**config.mk**
```make
export PLATFORM = sky130hd
export DESIGN_NAME = fifo_uart_tx
export DESIGN_NICKNAME = d
export VERILOG_FILES = /design/src/rtl/fifo_uart_pkg.sv /design/src/rtl/fifo_uart_baud_cnt.sv /design/src/rtl/fifo_uart_tx.sv
export SDC_FILE = /design/constraint.sdc
export NUM_CORES = 1
export LEC_CHECK = 0
export CAP_MARGIN = 25
export CORE_MARGIN = 10
export CORE_UTILIZATION = 53
export DETAILED_ROUTE_END_ITERATION = 16
export PLACE_DENSITY_LB_ADDON = 0.2
export SYNTH_ARGS = -nofsm -noshare
export SYNTH_HDL_FRONTEND = slang
export SYNTH_SLANG_ARGS = --single-unit
```
**constraint.sdc**
```tcl
create_clock -name rclk -period 2.11 [get_ports rclk]
set_clock_uncertainty 0.2 [all_clocks]
set_input_delay 0.422 -clock rclk [delete_from_list [all_inputs] [get_ports rclk]]
set_output_delay 0.422 -clock rclk [all_outputs]
set_load 0.01 [all_outputs]
```
**src/rtl/fifo_uart_pkg.sv**
```systemverilog
// -----------------------------------------------------------------------------
// fifo_uart_pkg
// Shared types and helpers for the FIFO-fed UART transmitter.
//   tx_state_t   : frame sequencer states
//   calc_parity  : parity of a data word, even (odd=0) or odd (odd=1)
// -----------------------------------------------------------------------------
package fifo_uart_pkg;

    // Widest data word the parity helper accepts; narrower words are
    // zero-extended, which leaves their XOR reduction unchanged.
    localparam int unsigned MAX_DATA_WIDTH = 64;

    typedef enum logic [2:0] {
        IDLE,
        START,
        DATA,
        PARITY,
        STOP
    } tx_state_t;

    function automatic logic calc_parity(input logic [MAX_DATA_WIDTH-1:0] data,
                                         input logic                      odd);
        return (^data) ^ odd;
    endfunction

endpackage

```
**src/rtl/fifo_uart_baud_cnt.sv**
```systemverilog
// -----------------------------------------------------------------------------
// fifo_uart_baud_cnt
// Bit-period timer. Counts 0..CLKS_PER_BIT-1 and wraps; bit_end marks the
// last cycle of each bit period.
//   rclk    in  : clock
//   rrst_n  in  : asynchronous active-low reset
//   clear   in  : hold the count at 0 (used while the transmitter is idle)
//   bit_end out : high on the final cycle of a bit period
// -----------------------------------------------------------------------------
module fifo_uart_baud_cnt #(
    parameter int CLKS_PER_BIT = 16
) (
    input  logic rclk,
    input  logic rrst_n,
    input  logic clear,
    output logic bit_end
);

    localparam int              CNT_W = $clog2(CLKS_PER_BIT);
    localparam logic [CNT_W-1:0] LAST  = CNT_W'(CLKS_PER_BIT - 1);

    logic [CNT_W-1:0] cnt;

    assign bit_end = (cnt == LAST);

    // Wrapping at bit_end means every state change (which only happens at
    // bit_end) lands on a fresh count of 0.
    // NOTE: sequential state uses non-blocking (<=) so every flop samples
    // pre-edge values regardless of block evaluation order.
    always_ff @(posedge rclk or negedge rrst_n) begin
        if (!rrst_n) begin
            cnt <= '0;
        end else if (clear || bit_end) begin
            cnt <= '0;
        end else begin
            cnt <= cnt + CNT_W'(1);
        end
    end

endmodule

```
**src/rtl/fifo_uart_tx.sv**
```systemverilog
// -----------------------------------------------------------------------------
// fifo_uart_tx
// Read-side consumer of the dual-clock FIFO: pops one word per frame and
// serialises it as start bit, data LSB first, optional parity, stop bit(s).
//   rclk    in  : read-domain clock
//   rrst_n  in  : asynchronous active-low reset (abandons any frame)
//   enable  in  : allows a new frame to start; only looked at in IDLE
//   empty   in  : FIFO empty flag (rclk domain)
//   rdata   in  : FIFO head word, valid while empty=0 (show-ahead)
//   rinc    out : FIFO pop strobe, one cycle per frame
//   txd     out : serial line, idles high
//   busy    out : high while a frame is in progress
//   tx_done out : one-cycle pulse after the last stop bit
// -----------------------------------------------------------------------------
module fifo_uart_tx
    import fifo_uart_pkg::*;
#(
    parameter int DATA_WIDTH   = 8,
    parameter int CLKS_PER_BIT = 16,
    parameter int PARITY_EN    = 0,
    parameter int PARITY_ODD   = 0,
    parameter int STOP_BITS    = 1
) (
    input  logic                  rclk,
    input  logic                  rrst_n,
    input  logic                  enable,
    input  logic                  empty,
    input  logic [DATA_WIDTH-1:0] rdata,
    output logic                  rinc,
    output logic                  txd,
    output logic                  busy,
    output logic                  tx_done
);

    if (CLKS_PER_BIT < 2) begin : g_bad_clks_per_bit
        $error("fifo_uart_tx: CLKS_PER_BIT must be 2 or more");
    end
    if (STOP_BITS != 1 && STOP_BITS != 2) begin : g_bad_stop_bits
        $error("fifo_uart_tx: STOP_BITS must be 1 or 2");
    end
    if (PARITY_EN != 0 && PARITY_EN != 1) begin : g_bad_parity_en
        $error("fifo_uart_tx: PARITY_EN must be 0 or 1");
    end
    if (DATA_WIDTH < 1 || DATA_WIDTH > MAX_DATA_WIDTH) begin : g_bad_data_width
        $error("fifo_uart_tx: DATA_WIDTH out of range");
    end

    // Bit counter indexes data bits and, reused, stop bits.
    localparam int              BIT_W     = $clog2(DATA_WIDTH + 1);
    localparam logic [BIT_W-1:0] LAST_DATA = BIT_W'(DATA_WIDTH - 1);
    localparam logic [BIT_W-1:0] LAST_STOP = BIT_W'(STOP_BITS - 1);

    tx_state_t             state;
    logic [DATA_WIDTH-1:0] shift_reg;
    logic [DATA_WIDTH-1:0] shift_next;
    logic                  parity_bit;
    logic [BIT_W-1:0]      bit_cnt;
    logic                  bit_end;

    assign shift_next = shift_reg >> 1;

    // Pop strobe is combinational so the FIFO advances in the same cycle the
    // word is captured. Gated by rrst_n so no word is lost while in reset.
    assign rinc = rrst_n & (state == IDLE) & enable & ~empty;

    fifo_uart_baud_cnt #(
        .CLKS_PER_BIT (CLKS_PER_BIT)
    ) u_baud_cnt (
        .rclk    (rclk),
        .rrst_n  (rrst_n),
        .clear   (state == IDLE),
        .bit_end (bit_end)
    );

    // txd is loaded with the next bit's value on the cycle that ends the
    // current bit, so it shows that value on the first cycle of the new state.
    always_ff @(posedge rclk or negedge rrst_n) begin
        if (!rrst_n) begin
            state      <= IDLE;
            shift_reg  <= '0;
            parity_bit <= 1'b0;
            bit_cnt    <= '0;
            txd        <= 1'b1;
            busy       <= 1'b0;
            tx_done    <= 1'b0;
        end else begin
            tx_done <= 1'b0;
            unique case (state)
                IDLE: begin
                    txd <= 1'b1;
                    if (enable && !empty) begin
                        shift_reg  <= rdata;
                        parity_bit <= calc_parity(MAX_DATA_WIDTH'(rdata), 1'(PARITY_ODD));
                        bit_cnt    <= '0;
                        txd        <= 1'b0;
                        busy       <= 1'b1;
                        state      <= START;
                    end
                end
                START: begin
                    if (bit_end) begin
                        txd   <= shift_reg[0];
                        state <= DATA;
                    end
                end
                DATA: begin
                    if (bit_end) begin
                        shift_reg <= shift_next;
                        if (bit_cnt == LAST_DATA) begin
                            bit_cnt <= '0;
                            if (PARITY_EN != 0) begin
                                txd   <= parity_bit;
                                state <= PARITY;
                            end else begin
                                txd   <= 1'b1;
                                state <= STOP;
                            end
                        end else begin
                            bit_cnt <= bit_cnt + BIT_W'(1);
                            txd     <= shift_next[0];
                        end
                    end
                end
                PARITY: begin
                    if (bit_end) begin
                        txd   <= 1'b1;
                        state <= STOP;
                    end
                end
                STOP: begin
                    if (bit_end) begin
                        if (bit_cnt == LAST_STOP) begin
                            tx_done <= 1'b1;
                            busy    <= 1'b0;
                            state   <= IDLE;
                        end else begin
                            bit_cnt <= bit_cnt + BIT_W'(1);
                        end
                    end
                end
                default: begin
                    txd   <= 1'b1;
                    busy  <= 1'b0;
                    state <= IDLE;
                end
            endcase
        end
    end

endmodule

```
-- Word level (Yosys, flattened, before mapping)
Index checks and enable logic that the tools add are counted.
- flip-flop bits (word level): 22
- bits of input ports: 12
- output and inout bits: 4
- logic and storage cells: 73
- $add $sub $neg: 2
- equal/unequal tests: 14
- muxes and demuxes: 31
- bitwise logic cells: 6
- reductions and logical operators: 13
- operator list (operator ; count):
    $mux 4 ; 6
    $mux 3 ; 7
    $mux 8 ; 2
    $pmux 8 s2 ; 1
    $pmux 3 s5 ; 1
    $pmux 4 s3 ; 1
    $mux 1 ; 11
    $add 4x1->4 const B ; 2
    $ne 2x1->1 const B ; 4
    $ne 2x2->1 const B ; 4
    $reduce_and 4->1 ; 2
    $reduce_and 7->1 ; 1
    $eq 3x2->1 const B ; 2
    $pmux 1 s5 ; 1
    $reduce_and 5->1 ; 1
    $eq 4x3->1 const B ; 1
    $eq 4x4->1 const B ; 1
    $logic_not 4->1 ; 1
    $and 1x1->1 ; 3
    $eq 3x1->1 const B ; 1
    $eq 3x3->1 const B ; 1
    $logic_not 3->1 ; 1
    $not 1->1 ; 3
    $pmux 1 s3 ; 1
    other kinds (7) ; 7

-- Longest topological paths before layout
- word-level depth: 4
- gate-level depth with buffers: 8

-- Hierarchy
A second synthesis with hierarchy kept.
- cell total of the unflattened synthesis: 124
- area total of the unflattened synthesis: 1247.4 um2
- modules (own cells, without submodules) (module ; instances ; cells an instance ; area an instance (um2)):
    fifo_uart_tx ; 1 ; 111 ; 1076.0
    fifo_uart_baud_cnt ; 1 ; 13 ; 171.4

-- Worst setup path after synthesis
No wires, ideal clock.
- kind: register to register
- from: register bit_cnt[0]
- to: register bit_cnt[0]
- data arrival time: 1.608 ns
- slack: 0.174 ns
- stages on the path, launching flop included: 7
- buffers on the path: 0
- period minus slack after synthesis: 1.936 ns
- cells stage by stage: dfrtp_1 > inv_1 > ha_1 > or3b_1 > nand3_1 > and2_1 > mux2_1
- longest elaborated chain between the ends: 4
- elaborated cells on any way between the ends: 10
- those cells by class: add/sub: 1; eq/ne: 2; mux: 5; reduce/logical: 2
- RTL lines (element ; RTL line ; RTL):
    start: declaration ; fifo_uart_tx.sv:57 ; logic [BIT_W-1:0] bit_cnt;
    start signal: assignment ; fifo_uart_tx.sv:119 ; bit_cnt <= bit_cnt + BIT_W'(1);
    start signal: assignment ; fifo_uart_tx.sv:137 ; bit_cnt <= bit_cnt + BIT_W'(1);
    $add 4x1->4 / $eq 4x3->1 (equally long branches) ; fifo_uart_tx.sv:119, fifo_uart_tx.sv:137, fifo_uart_tx.sv:109 ;
    $mux 4, on equally long branches ; fifo_uart_tx.sv:132, fifo_uart_tx.sv:109 ;
    $mux 4, on equally long branches ; fifo_uart_tx.sv:131, fifo_uart_tx.sv:107 ;
    $pmux 4 s3 ; fifo_uart_tx.sv:88 ; unique case (state)
Several ways; a longest one is shown, not always the timed one. The select of a mux whose other input is x is not followed.
A chain may end at the register's enable or synchronous reset.

-- Worst setup path after layout
- from: register txd
- to: output txd
- RTL lines (element ; RTL line ; RTL):
    start: declaration ; fifo_uart_tx.sv:30 ; output logic txd,
    start signal: assignment ; fifo_uart_tx.sv:102 ; txd <= shift_reg[0];
    start signal: assignment ; fifo_uart_tx.sv:112 ; txd <= parity_bit;
    start signal: assignment ; fifo_uart_tx.sv:120 ; txd <= shift_next[0];
No word-level cell between the ends.

==> results.json <==
{
  "htreeDepth": 1,
  "critPathMaxFanout": 2,
  "drv_cap": 0,
  "hold_viol_final": 0,
  "relSlewSlack": 0.745,
  "clock_tree.buffer_depth": 2,
  "hold_ws_ps": 274,
  "crit-reg2reg-launch": "bit_cnt[0]",
  "crit_family": "flip-flops",
  "dieArea_mm2": 0.00453,
  "ys_seq_elements": 22,
  "die_height_um": 67.3,
  "status": "finished, final reports clean",
  "post_cts_buffers": 0,
  "worst_slack_ps": 96.2,
  "power.density_mw_per_mm2": 1180,
  "grt_overflow": 0,
  "drive_above_1_share": 0.189,
  "fin_crit_sh": 0.954,
  "rsz0062_at_grt": "false",
  "gp_congestion": 0.818,
  "grt_use_total": 0.113,
  "synthXorXnorAreaFrac": 0.0148,
  "hp-start": "u_baud_cnt.cnt[0]",
  "fin_nets": 159,
  "synth_compound_area_frac": 0.143,
  "hold_class": "reg2reg",
  "tightestPinTransition_ps": 382,
  "synth-simple-area-share": 0.199,
  "dr.pass1.iters": 4,
  "ir_drop_mv": 0.809,
  "postSynthCellCount": 117,
  "tritoncts": "built",
  "largest_reg_flops": 8,
  "ys_warn_count": 0,
  "antenna_found_initial": 0,
  "setup_viol": 0,
  "synth_mux_area_frac": 0.0854,
  "synth_fp_nets": 132,
  "crit_slowest_cell": "dfstp_2",
  "worstPathArrival_ps": 1390,
  "numCtsBuffers": 3,
  "n_fill_cell": 183,
  "netlist_area_mm2": 0.00119,
  "postRouteAntennaNets": 0,
  "end_kind": "output port",
  "routedWlPerCell_um": 14.0,
  "crit_buf_inv": 1,
  "drt_iter0_drc": 48,
  "io_pins": 16,
  "path_class": "reg2out",
  "routed-via-count": 932,
  "drc": 0,
  "clock_latency_ps": 310,
  "drv_slew": 0,
  "vias_per_cell": 5.45,
  "place_ws_ps": -278,
  "yosysUniqueCellTypes": 39,
  "port_buffers": 15,
  "clkTransAtPathRegs_ps": 120,
  "grt_pass1_wl_um": 4020,
  "die_w_um": 67.3,
  "synth_top_family_by_area": "simple AND/OR/NAND/NOR gates",
  "power.leakage_nw": 0.644,
  "cp-startpoint": "txd",
  "cts.sink_count": 22,
  "core_mm2": 0.00217,
  "rows": 17,
  "worstPathRequired_ps": 1490,
  "cp_slowest_stage_delay_ps": 550,
  "n_antenna_cell": 0,
  "syn2layout_area_growth_pct": 22.6,
  "crit_chain": "clkdlybuf4s50_1",
  "avgSynthCellArea_um2": 10.1,
  "finalCriticalPeriod_ps": 2010,
  "cp-start-kind": "flip-flop",
  "utilization": 0.670,
  "initial_core_util": 0.547,
  "root_buffer": "clkbuf_4",
  "ys_seq_area_frac": 0.465,
  "grt_start_max_net_pins": 23,
  "synth_adder_area_share": 0.0316,
  "wirelength_um": 2400,
  "grt_pass1_vias": 913,
  "place_hpwl_um": 1870,
  "fmaxAchievable_mhz": 497,
  "setup_tns_ps": 0
}
==> final cells by class <==
type | instances | area [µm²] | area share
Multi-Input combinational cell | 83 | 566 | 0.389
Sequential cell | 22 | 552 | 0.380
Tap cell | 28 | 35.0 | 0.0241
Timing Repair Buffer | 28 | 243 | 0.167
Clock buffer | 4 | 36.3 | 0.0250
Inverter | 6 | 22.5 | 0.0155
==> per-layer routing <==
metal	wire length, µm	up-vias	part of all wire	GRT usage
li1	-	464	-	-
met1	1070	443	0.44	0.135
met2	1200	21	0.50	0.188
met3	112	4	0.047	0.0298
met4	24	0	0.010	0.0462
met5	0	-	0	0
==> layout by cell type (no fill, tap or decap), drive strengths merged <==
cell type	instances
a21o	1
a21oi	5
a22o	1
a22oi	1
a31o	1
a31oi	1
and2	2
and3	2
buf	13
clkbuf	5
clkdlybuf4s50	14
dfrtp	21
dfstp	1
ha	3
inv	6
mux2	1
mux2i	9
nand2	12
nand2b	2
nand3	7
nand3b	1
nor2	5
nor2b	1
nor3	5
nor3b	3
o21ai	10
o221ai	2
o22ai	1
o2bb2ai	1
o32ai	1
or3	2
or3b	1
xnor2	1
xor2	1
==> cells in the mapped netlist, drive strengths merged <==
cell / n / share of area
nand2: 12 / 0.038
xor2: 1 / 0.0074
a21oi: 5 / 0.024
o221ai: 2 / 0.020
nand3b: 1 / 0.0063
a31o: 1 / 0.0074
and2: 2 / 0.011
nand2b: 2 / 0.011
nor2: 5 / 0.018
or3b: 1 / 0.0074
ha: 3 / 0.032
nor3: 5 / 0.025
a31oi: 1 / 0.0053
a22oi: 1 / 0.011
a21o: 1 / 0.0063
mux2i: 9 / 0.076
o32ai: 1 / 0.0074
nand3: 7 / 0.030
o2bb2ai: 1 / 0.0074
mux2: 1 / 0.0095
o21ai: 10 / 0.042
dfstp: 1 / 0.022
buf: 6 / 0.041
inv: 6 / 0.019
a22o: 1 / 0.0074
dfrtp: 21 / 0.44
and3: 2 / 0.011
xnor2: 1 / 0.0074
nor2b: 1 / 0.0053
o22ai: 1 / 0.0053
nor3b: 3 / 0.027
or3: 2 / 0.011
==> report_power, final <==
| group | internal, W | switching (W) | total, W |
|---|---|---|---|
| logic | 0.000393 | 0.000389 | 0.000782 |
| clock network | 0.000105 | 0.000122 | 0.000227 |
| registers | 0.000588 | 0.000112 | 0.000701 |
==> metrics by stage <==
stage,instance area [µm²],cells,power [W]
2_1_floorplan,1190,117,0.00126
3_3_place_gp,1420,167,0.00145
3_5_place_dp,1420,167,0.00150
4_1_cts,1460,171,0.00173
5_1_grt,1450,171,0.00185
6_report,1450,171,0.00171
==> path summary, 6_finish.rpt <==
check                                    endpoint  slack [ps]  depth (start not counted)
worst min-delay path            u_baud_cnt.cnt[0]         270                          1
worst max-delay path                          txd         100                          1
min in group asynchronous                state[2]         280                          2
worst min register to register  u_baud_cnt.cnt[0]         270                          1
worst max register to register         bit_cnt[0]         140                          6
max in group asynchronous                     txd        1160                          2
==> what timing repair did <==
item / CTS / global route
resized for setup: 2 / 2
setup endpoints to repair: 1 / 1
hold endpoints to repair: 0 / 0
hold buffers: 0 / 0
==> kinds of logic (layout without fill, tap and decap cells) <==
group,count (synthesis),count (layout)
xor gates and xnor gates,2,2
AOI/OAI and AO/OA,25,25
DFF,22,22
and+or+nand+nor,43,43
adders and majority gates,3,3
buffers and inverters,12,38
muxes,10,10
Power figures use the tool's default switching activity.
